[src/rtl/adder_operand_sequencer_if.sv]
// rtl/adder_operand_sequencer_if.sv - operand word stream and result stream bundle for adder_operand_sequencer
//
// Signals:
//   in_valid/in_ready/in_data/carry_in : 32-bit operand word stream (A lo, A hi, B lo, B hi)
//   res_valid/res_ready/res_data/res_cout : 64-bit registered sum plus carry-out
// Modports:
//   master : producer of operand words and consumer of results
//   slave  : the sequencer itself
interface adder_operand_sequencer_if;
    logic        in_valid;
    logic        in_ready;
    logic [31:0] in_data;
    logic        carry_in;
    logic        res_valid;
    logic        res_ready;
    logic [63:0] res_data;
    logic        res_cout;

    modport master (
        output in_valid, in_data, carry_in, res_ready,
        input  in_ready, res_valid, res_data, res_cout
    );

    modport slave (
        input  in_valid, in_data, carry_in, res_ready,
        output in_ready, res_valid, res_data, res_cout
    );
endinterface

[src/rtl/adder_operand_sequencer.sv]
// rtl/adder_operand_sequencer.sv - collects two 64-bit operands, drives an external adder, returns the sum
//
// Ports:
//   clk, rst_n      : rising-edge clock, asynchronous active-low reset
//   flush           : synchronous abort, drops partial operands and any pending result
//   bus             : operand word stream in, result stream out (slave modport)
//   A, B, c0        : registered operands and carry-in to the external adder
//   sum_in, cout_in : external adder outputs, captured after ADD_WAIT cycles
//   busy            : high whenever not waiting for the first (A low) word
module adder_operand_sequencer #(
    parameter int ADD_WAIT  = 2,
    parameter bit CLEAR_OPS = 1'b1
) (
    input  logic                      clk,
    input  logic                      rst_n,
    input  logic                      flush,
    adder_operand_sequencer_if.slave  bus,
    output logic [63:0]               A,
    output logic [63:0]               B,
    output logic                      c0,
    input  logic [63:0]               sum_in,
    input  logic                      cout_in,
    output logic                      busy
);

    if (ADD_WAIT < 1 || ADD_WAIT > 15) begin : g_bad_add_wait
        $error("ADD_WAIT must be in 1..15");
    end

    localparam logic [3:0] WAIT_INIT = 4'(ADD_WAIT);

    typedef enum logic [2:0] {
        LD_AL = 3'd0,
        LD_AH = 3'd1,
        LD_BL = 3'd2,
        LD_BH = 3'd3,
        ADD   = 3'd4,
        HOLD  = 3'd5
    } state_t;

    state_t      state;
    state_t      state_nxt;
    logic [3:0]  cnt;
    logic        rdy;
    logic        in_fire;
    logic        capture;
    logic        res_fire;
    logic [63:0] res_data_q;
    logic        res_cout_q;
    logic        res_valid_q;

    always_comb begin
        state_nxt = state;
        rdy       = 1'b0;
        capture   = 1'b0;
        res_fire  = 1'b0;
        case (state)
            LD_AL: begin rdy = 1'b1; if (bus.in_valid) state_nxt = LD_AH; end
            LD_AH: begin rdy = 1'b1; if (bus.in_valid) state_nxt = LD_BL; end
            LD_BL: begin rdy = 1'b1; if (bus.in_valid) state_nxt = LD_BH; end
            LD_BH: begin rdy = 1'b1; if (bus.in_valid) state_nxt = ADD;   end
            ADD: begin
                // Counter was loaded with ADD_WAIT on the last-word edge, so the
                // capture edge lands exactly ADD_WAIT cycles later.
                if (cnt == 4'd1) begin
                    capture   = 1'b1;
                    state_nxt = HOLD;
                end
            end
            HOLD: begin
                if (bus.res_ready) begin
                    res_fire  = 1'b1;
                    state_nxt = LD_AL;
                end
            end
            default: state_nxt = LD_AL;
        endcase
        // flush outranks every handshake in the same cycle
        if (flush) state_nxt = LD_AL;
    end

    assign in_fire = rdy && bus.in_valid && !flush;

    always_ff @(posedge clk or negedge rst_n) begin
        if (!rst_n) state <= LD_AL;
        else        state <= state_nxt;
    end

    always_ff @(posedge clk or negedge rst_n) begin
        if (!rst_n) begin
            A           <= '0;
            B           <= '0;
            c0          <= 1'b0;
            cnt         <= '0;
            res_data_q  <= '0;
            res_cout_q  <= 1'b0;
            res_valid_q <= 1'b0;
        end else if (flush) begin
            // result registers keep their last value; only the valid flag drops
            A           <= '0;
            B           <= '0;
            c0          <= 1'b0;
            cnt         <= '0;
            res_valid_q <= 1'b0;
        end else begin
            if (in_fire) begin
                case (state)
                    LD_AL: begin A[31:0]  <= bus.in_data; c0 <= bus.carry_in; end
                    LD_AH: A[63:32] <= bus.in_data;
                    LD_BL: B[31:0]  <= bus.in_data;
                    LD_BH: begin B[63:32] <= bus.in_data; cnt <= WAIT_INIT; end
                    default: ;
                endcase
            end
            if (state == ADD) cnt <= cnt - 4'd1;
            if (capture) begin
                res_data_q  <= sum_in;
                res_cout_q  <= cout_in;
                res_valid_q <= 1'b1;
            end
            if (res_fire) begin
                res_valid_q <= 1'b0;
                if (CLEAR_OPS) begin
                    A  <= '0;
                    B  <= '0;
                    c0 <= 1'b0;
                end
            end
        end
    end

    assign bus.in_ready  = rdy;
    assign bus.res_valid = res_valid_q;
    assign bus.res_data  = res_data_q;
    assign bus.res_cout  = res_cout_q;
    assign busy          = (state != LD_AL);

endmodule

[src/flat_wrapper.sv]
// flat-port wrapper written by rule: the top's interface ports become plain ports
module adder_operand_sequencer_flat 
#(
    parameter int ADD_WAIT  = 2,
    parameter bit CLEAR_OPS = 1'b1
)
  (clk, rst_n, flush, A, B, c0, sum_in, cout_in, busy, bus_in_valid, bus_in_data, bus_carry_in, bus_res_ready, bus_in_ready, bus_res_valid, bus_res_data, bus_res_cout);
  adder_operand_sequencer_if bus_i ();
  input  logic clk;
  input  logic rst_n;
  input  logic flush;
  output logic [63:0] A;
  output logic [63:0] B;
  output logic c0;
  input  logic [63:0] sum_in;
  input  logic cout_in;
  output logic busy;
  input wire logic [$bits(bus_i.in_valid)-1:0] bus_in_valid;
  input wire logic [$bits(bus_i.in_data)-1:0] bus_in_data;
  input wire logic [$bits(bus_i.carry_in)-1:0] bus_carry_in;
  input wire logic [$bits(bus_i.res_ready)-1:0] bus_res_ready;
  output wire logic [$bits(bus_i.in_ready)-1:0] bus_in_ready;
  output wire logic [$bits(bus_i.res_valid)-1:0] bus_res_valid;
  output wire logic [$bits(bus_i.res_data)-1:0] bus_res_data;
  output wire logic [$bits(bus_i.res_cout)-1:0] bus_res_cout;
  assign bus_i.in_valid = bus_in_valid;
  assign bus_i.in_data = bus_in_data;
  assign bus_i.carry_in = bus_carry_in;
  assign bus_i.res_ready = bus_res_ready;
  assign bus_in_ready = bus_i.in_ready;
  assign bus_res_valid = bus_i.res_valid;
  assign bus_res_data = bus_i.res_data;
  assign bus_res_cout = bus_i.res_cout;
  adder_operand_sequencer #(.ADD_WAIT(ADD_WAIT), .CLEAR_OPS(CLEAR_OPS)) u_core (.clk(clk), .rst_n(rst_n), .flush(flush), .bus(bus_i), .A(A), .B(B), .c0(c0), .sum_in(sum_in), .cout_in(cout_in), .busy(busy));
endmodule
[config.mk]
export PLATFORM = sky130hd
export DESIGN_NAME = adder_operand_sequencer_flat
export DESIGN_NICKNAME = d
export VERILOG_FILES = /design/src/rtl/adder_operand_sequencer_if.sv /design/src/rtl/adder_operand_sequencer.sv /design/src/flat_wrapper.sv
export SDC_FILE = /design/constraint.sdc
export NUM_CORES = 1
export LEC_CHECK = 0
export BUFFER_PORTS_ARGS = -buffer_cell sky130_fd_sc_hd__buf_2
export CAP_MARGIN = 5
export CORE_ASPECT_RATIO = 1.2
export CORE_MARGIN = 5
export CORE_UTILIZATION = 50
export CTS_CLUSTER_DIAMETER = 200
export DETAILED_ROUTE_END_ITERATION = 12
export PLACE_DENSITY_LB_ADDON = 0.12
export SLEW_MARGIN = 15
export SYNTH_ARGS = -nofsm -noshare
export SYNTH_HDL_FRONTEND = slang
export SYNTH_SLANG_ARGS = --single-unit
[constraint.sdc]
create_clock -name clk -period 2.2 [get_ports clk]
set_input_delay 0.44 -clock clk [delete_from_list [all_inputs] [get_ports clk]]
set_output_delay 0.44 -clock clk [all_outputs]
set_load 0.005 [all_outputs]
* Word-level counts from Yosys, hierarchy flattened
Index checks and enable logic that the tools add are counted.
Cells by class: $add $sub $neg 1, equality and inequality tests 12, mux-type cells 34, bitwise gates (word level) 1, reduce and logical (&&, ||, !) cells 21
Operators with widths (number):
- $mux 64 | 6
- $mux 32 | 4
- $reduce_bool 3->1 | 9
- $mux 3 | 7
- $pmux 3 s6 | 1
- $mux 4 | 4
- $ne 3x3->1 const B | 5
- $mux 1 | 12
- $reduce_and 2->1 | 6
- $eq 3x2->1 const B | 2
- $eq 3x3->1 const B | 2
- $reduce_and 6->1 | 1
- $eq 4x1->1 const B | 1
- $reduce_or 4->1 | 1
- $sub 4x1->4 const B | 1
- $eq 3x1->1 const B | 1
- $logic_not 3->1 | 1
- $ne 3x2->1 const B | 1
- $logic_and 1x1->1 | 2
- $logic_not 1->1 | 1
- $not 1->1 | 1
Storage, ports and cells: flip-flop bits (word level) 202, output and inout port bits 197

* Depth between registers and ports, before layout
Gate-level depths: netlist of the first run.
depth after elaboration 8, gate-level depth with buffers 6

* Worst setup path after synthesis of the first run
Ideal clock, no wire load.
path kind register to register, start register u_core.state[0], end register u_core.res_data_q[11], in the netlist u_core.bus.res_data[11], library setup time 0.125 ns, arrival 1.619 ns, slack 0.456 ns, stages on the path, launching flop included 7, buffers on the path 3, cells stage by stage dfrtp_1 -> buf_6 -> nor3b_4 -> and4b_4 -> buf_12 -> buf_12 -> mux2_4
Between the ends: word-level cells in the longest chain between the ends 3
Ends and longest elaborated chain:
- start: declaration | RTL line adder_operand_sequencer.sv:41 | state_t state;
- start signal: assignment | RTL line adder_operand_sequencer.sv:86 | else state <= state_nxt;
- $eq 3x3->1 | RTL line adder_operand_sequencer.sv:57 | case (state)
- $mux 1 | RTL line adder_operand_sequencer.sv:57
- $reduce_and 2->1 (no line)
- end signal: assignment | RTL line adder_operand_sequencer.sv:117 | res_data_q <= sum_in;
- end: declaration | RTL line adder_operand_sequencer.sv:48 | logic [63:0] res_data_q;
Every way passes these cells. A chain may end at the register's enable or synchronous reset.

* Worst setup path in the final report of the first run
start register u_core.state[2], end output busy
Between the ends: word-level cells in the longest chain between the ends 1
Ends and longest elaborated chain:
- $reduce_bool 3->1 | RTL line adder_operand_sequencer.sv:136 | assign busy = (state != LD_AL);
- end: declaration | RTL line flat_wrapper.sv:17 | output logic busy;
Every way passes these cells.

==> reports/results.tsv, run 1 <==
stage	metric	value	unit
clock_tree	cts_hold_buf	1	
synth	synth-simple-area-share	9.38	%
global_routing	grt_overflow	0	
clock_tree	clock_latency	490	ps
floorplan	io_pins	300	
sta	drv_slew	0	
synth	synth_cell_types	37	
outcome	outcome	complete, no violations	
clock_tree	htree_levels	1	
routing	wl_met2	13100	um
sta	maxSlewHeadroom	59.7	%
routing	wl_per_cell	20.6	um
sta	fin_crit_sh	94.4	%
synth	synth-adder-area-share	0.289	%
setup_path	crit_family	flip-flops	
floorplan	die_h	154	um
sta	hold_viol	0	
setup_path	cp.arrival	1640	ps
floorplan	die_w	130	um
routing	drc	0	
routing	post_drt_via_cell_ratio	5.64	
finish	multi_input_area	0.00318	mm2
place	post-place-cells	1242	
routing	antenna_left	0	
clock_tree	clk_pin_slew_worst_paths	60	ps
synth	synth_top_area_share	58.4	%
clock_tree	postCtsSetupBuffers	0	
setup_path	cpPeakStageDelay	460	ps
finish	drive_above_1_share	41.2	%
synth	yosysWarnings	0	
sta	tightest_slew	605	ps
synth	ys_seq_elements	202	
clock_tree	ctsRootBufferMaster	clkbuf_16	
worst_hold_path	hold_class	input pin to flop	
sta	fmax	481	MHz
sta	setup_viol	0	
floorplan	die_area	0.0201	mm2
power_and_ir_drop	p_leak	5.64	nW
synth	postSynthCellCount	781	
global_routing	grt_pass1_vias	7311	
setup_path	crit_fanout	7	
synth	synth_edf_count	0	
finish	fill_cells	1400	
clock_tree	cts_tree	built	
power_and_ir_drop	power.total	8.21	mW
global_routing	antenna_found_initial	4	
routing	first_pass_iters	6	
floorplan	start_util	51.0	%
finish	final_common_cell	buf_2	
flow_run	maxCapViolCount	0	
clock_tree	cts.sinks	202	
sta	finalCriticalPeriod	2080	ps
global_routing	grt_max_degree	85	
global_routing	grt_use_total	25.5	%
routing	drt-met1-wl	10200	um
routing	num_vias	7238	
synth	synth_fp_nets	886	
floorplan	num_rows	52	
routing	top_layer_used	met5	
setup_path	crit_slowest_cell	dfrtp_1	
synth	synth_top_family_by_area	compound AO/OA/AOI/OAI gates	
setup_path	crit_type	flop to output pin	
setup_path	worstSetupEndpointType	output pin	
power_and_ir_drop	vdd_drop_max	515	uV
synth	async_flop_share	100	%
finish	final_cell_mix	buf_2, dfrtp_1, nand3_1, a21oi_1, o21ai_0	
setup_path	startpoint_type	flop	
synth	ys_top_cells_by_area	dfrtp_1, mux2_4, a21oi_1	
floorplan	coreArea	0.0170	mm2
routing	wl_met3	2660	um
global_routing	grt_pass1_wl	41400	um
clock_tree	numCtsBuffers	22	
setup_path	crit_chain	buf_4 > or3_1 > buf_2	
place	hpwl	17600	um
setup_path	cp_num_buf_inv	2	
synth	synth_compound_area_share	16.0	%
synth	synth.cell_area	0.00866	mm2
synth	synth_xor_area_share	0.101	%
routing	wl	26500	um
clock_tree	clk_path_buf_depth	3	
synth	syn_area_per_cell	11.1	um2
clock_tree	post_cts_resized	0	
setup_path	cp.required	1760	ps
sta	setup-tns-final	0	ps
synth	muxShareOfSynthArea	10.6	%
routing	drt_iter0_markers	555	
finish	regArea	0.00505	mm2
finish	area_delta_synth_final	28.4	%
finish	final_cells	1284	
power_and_ir_drop	p_per_area	739	mW/mm2
place	globalplace.congestion	0.815	
synth	synth_top_area_cell	dfrtp_1	
place	port_buffers	299	
finish	finalNetCount	1156	
synth	synthFlopType	dfrtp_1	
synth	yosysSeqAreaShare	58.4	%
sta	grt_setup_unrepaired	no	
sta	finClkSkew	6.62	ps
report_power, final:
| part | internal [mW] | switching, mW | total, mW |
|---|---|---|---|
| combinational | 0.234 | 0.491 | 0.726 |
| clock | 2.20 | 1.48 | 3.68 |
| sequential | 3.78 | 0.0319 | 3.81 |
| total | 6.21 | 2.00 | 8.21 |
metal layers:
layer  vias up  global-route usage [%]
met5         -                       0
met4         2                    6.73
met3        44                    6.97
met2       305                    42.6
met1      3552                    32.5
li1       3335                       -
cells by family after synthesis:
kind of cell,after synthesis
AO/OA/AOI/OAI,272
XOR/XNOR,1
adder cells (fa/ha/maj),2
buffers and inverters,85
flip-flops,202
multiplexers,65
AND/OR/NAND/NOR,154
state kept, by name, summed over array words and instances (netlist names):
| signal | flops |
|---|---|
| u_core.A | 64 |
| u_core.B | 64 |
| u_core.bus.res_data | 64 |
| u_core.cnt | 4 |
| u_core.state | 3 |
| u_core.bus.res_cout | 1 |
| u_core.bus.res_valid | 1 |
| u_core.c0 | 1 |
cells in the mapped netlist (2+ instances only):
library cell,count
a21oi_1,132
or3_1,2
nand3_1,132
buf_1,5
buf_4,2
mux2_2,15
o21ai_0,122
nand2_1,2
nor2_1,4
nor2b_1,2
buf_12,6
a211oi_1,4
o21a_1,2
buf_2,16
clkbuf_1,51
nor3_1,2
mux2_4,50
ha_1,2
dfrtp_1,202
inv_1,4
o21ai_1,8
path summary, 6_finish.rpt:
check | start | endpoint | slack [ps] | cells after the start
setup / recovery | u_core.state[2] | busy | 120 | 3
hold / removal | sum_in[22] | u_core.bus.res_data[22] | 170 | 2
setup reg to reg | u_core.state[0] | u_core.B[4] | 300 | 5
hold reg to reg | u_core.bus.res_data[9] | u_core.bus.res_data[9] | 500 | 1
max in group asynchronous | rst_n | u_core.A[32] | 1070 | 3
min in group asynchronous | rst_n | u_core.bus.res_data[14] | 450 | 2
final cells by class:
| cell class | instances | area share [%] |
|---|---|---|
| flip-flops and latches | 202 | 45.5 |
| multi-input cells | 494 | 28.6 |
| repair buffers | 327 | 16.7 |
| clock buffers | 34 | 6.36 |
| well taps | 216 | 2.43 |
| clock inverters | 4 | 0.214 |
| inverters | 4 | 0.135 |
| diodes | 3 | 0.0675 |
through the flow:
step                setup WS [ps]  hold WS [ps]  utilization, %  area [um2]
global placement              313           408            61.1       10400
CTS                           102           159            65.4       11100
finish                        122           173            65.5       11100
global route                 45.8           161            65.5       11100
floorplan                     456           144               -        8660
detailed placement            297           408            61.1       10400
Note: power is estimated with default switching activity, not from simulation.
==> run 2: changes to the inputs <==
Settings changed: RECOVER_POWER from default to 100.
==> run 2 against run 1 <==
Net effect: core utilization decreased by 2.5 points; worst setup slack improved by 22 ps; register-to-register slack got worse by 130 ps; via count about the same; routed wire length increased by 0.13%; fmax increased by 1.1%; die area unchanged; sequential power about the same; total power decreased by 0.45%; first-iteration DRC count decreased by 1.1%; flip-flop and latch count unchanged; design area decreased by 3.8%.
==> reports/results.tsv, run 2 (synthesis results as in run 1) <==
stage	metric	value	unit	change
outcome	outcome	complete, no violations		unchanged
setup_path	reg2reg_to	u_core.bus.res_data[57]		was u_core.B[4]
global_routing	grt_max_degree	85		unchanged
setup_path	r2r_cells	4		was 5
floorplan	die_w	130	um	unchanged
sta	whs	160	ps	was 173 ps
routing	wl_per_cell	20.6	um	about the same
sta	grt_setup_unrepaired	no		unchanged
power_and_ir_drop	combPwrFrac	8.5	%	was 8.8%
finish	area_delta_synth_final	23.5	%	was 28.4%
routing	drc	0		unchanged
power_and_ir_drop	vdd_drop_max	515	uV	about the same
global_routing	grtUsageMet1	32.5	%	unchanged
sta	tightest_slew	1150	ps	was 605 ps
floorplan	die_h	154	um	unchanged
finish	final_cell_mix	dfrtp_1, buf_2, clkbuf_1		was buf_2, dfrtp_1, nand3_1, a21oi_1, o21ai_0
global_routing	met3_usage	6.97	%	unchanged
sta	fin_crit_sh	93.4	%	was 94.4%
worst_hold_path	hold_end	u_core.bus.res_data[27]		was u_core.bus.res_data[22]
sta	hold_viol	0		unchanged
clock_tree	numCtsBuffers	22		unchanged
floorplan	start_util	51.0	%	unchanged
power_and_ir_drop	sequentialPowerShare	46.6	%	was 46.4%
floorplan	coreArea	0.0170	mm2	unchanged
place	globalplace.congestion	0.815		unchanged
power_and_ir_drop	intPower	6.18	mW	was 6.21 mW
sta	setup_viol	0		unchanged
clock_tree	clk_pin_slew_worst_paths	60	ps	about the same
clock_tree	ctsRootBufferMaster	clkbuf_16		unchanged
global_routing	grt_most_used_layer	met2		unchanged
sta	maxSlewHeadroom	23.3	%	was 59.7%
routing	post_drt_via_cell_ratio	5.63		was 5.64
finish	final_common_cell	dfrtp_1		was buf_2
power_and_ir_drop	p_sw_share	24.4	%	about the same
routing	num_vias	7233		was 7238
global_routing	grt_overflow	0		unchanged
sta	setup-tns-final	0	ps	unchanged
routing	wl	26500	um	about the same
setup_path	r2r-start	u_core.state[2]		was u_core.state[0]
power_and_ir_drop	net-switching-power	1.99	mW	was 2.00 mW
clock_tree	cts_hold_buf	1		unchanged
global_routing	grt_use_met2	42.6	%	unchanged
floorplan	io_pins	300		unchanged
routing	drt_iter0_markers	549		was 555
routing	antenna_left	0		unchanged
global_routing	grt_pass1_wl	41400	um	unchanged
finish	fill_cells	1530		was 1400
sta	finClkSkew	6.54	ps	was 6.62 ps
sta	finalCriticalPeriod	2060	ps	was 2080 ps
clock_tree	post_cts_resized	0		unchanged
global_routing	grt_use_total	25.5	%	unchanged
clock_tree	htree_levels	1		unchanged
clock_tree	postCtsSetupBuffers	0		unchanged
flow_run	maxCapViolCount	0		unchanged
setup_path	reg2reg_slack	170	ps	was 300 ps
power_and_ir_drop	p_leak	5.01	nW	was 5.64 nW
power_and_ir_drop	clockPowerShare	44.9	%	was 44.8%
setup_path	startpoint_type	flop		unchanged
floorplan	die_area	0.0201	mm2	unchanged
clock_tree	cts.sinks	202		unchanged
sta	drv_slew	0		unchanged
sta	fmax	486	MHz	was 481 MHz
power_and_ir_drop	p_per_area	764	mW/mm2	was 739 mW/mm2
clock_tree	clock_latency	490	ps	about the same
setup_path	cp.required	1760	ps	about the same
clock_tree	clk_path_buf_depth	3		unchanged
worst_hold_path	hold_class	input pin to flop		unchanged
place	hpwl	17600	um	unchanged
place	port_buffers	299		unchanged
setup_path	worstSetupEndpointType	output pin		unchanged
setup_path	crit_fanout	7		unchanged
setup_path	cp.arrival	1620	ps	was 1640 ps
routing	first_pass_iters	4		was 6
finish	finalNetCount	1156		unchanged
worst_hold_path	hold_depth	2		unchanged
floorplan	num_rows	52		unchanged
clock_tree	cts_tree	built		unchanged
global_routing	grt_pass1_vias	7311		unchanged
global_routing	antenna_found_initial	4		unchanged
finish	drive_above_1_share	23.5	%	was 41.2%
setup_path	crit_type	flop to output pin		unchanged
worst_hold_path	min_from	sum_in[27]		was sum_in[22]
## run 2: cell count changes in the layout (fill, tap and decap cells not counted), sizes merged
cell    delta
buf      -150
clkbuf   +150
## run 2: worst max path at each step
stage	startpoint	end	cells past startpoint
global placement	flush	u_core.bus.res_data[24]	4
CTS	u_core.state[2]	busy	3
global route	u_core.state[0]	u_core.A[35]	5
detailed placement	flush	u_core.bus.res_data[26]	4
floorplan	u_core.state[0]	u_core.bus.res_data[11]	6
finish	u_core.state[2]	busy	3
## run 2: area by class of cell
cell class / count / area (um2) / share of cell area (%)
Clock inverter: 4 / 23.8 / 0.222
Inverter: 4 / 15.0 / 0.140
Clock buffer: 34 / 707 / 6.61
Antenna cell: 3 / 7.51 / 0.0702
Timing Repair Buffer: 327 / 1610 / 15.0
Sequential cell: 202 / 5050 / 47.3
Multi-Input combinational cell: 494 / 3010 / 28.1
Tap cell: 216 / 270 / 2.53
## run 2: power by group through the flow
stage / registers [mW] / clock network [mW] / logic [mW]
final: 3.81 / 3.67 / 0.696
after floorplan: 3.88 / 0 / 0.297
after global routing: 3.81 / 3.91 / 0.764
after detailed placement: 3.87 / 0 / 0.727
after global placement: 3.87 / 0 / 0.723
after CTS: 3.81 / 3.74 / 0.731
## run 2: critical path, stage by stage, from the launching register on
cell	delay (ps)
dfrtp_1	460
buf_4	200
or3_1	360
clkbuf_1	110
## run 2: through the flow
stage / cells / total power, mW / setup slack (ps) / area, um2 / utilization [%]
after floorplan: 781 / 4.17 / 456 / 8660 / -
after global placement: 1242 / 4.60 / 313 / 10400 / 61.1
after detailed placement: 1242 / 4.60 / 297 / 10400 / 61.1
after CTS: 1281 / 8.28 / 102 / 11100 / 65.4
after global routing: 1284 / 8.49 / 35.6 / 10700 / 63.0
final: 1284 / 8.18 / 144 / 10700 / 63.0
## run 2: metal layers
layer,up-vias,share of wire (%)
li1,3327,-
met1,3550,40
met2,307,49
met3,47,9.6
met4,2,2.3
met5,-,0.026
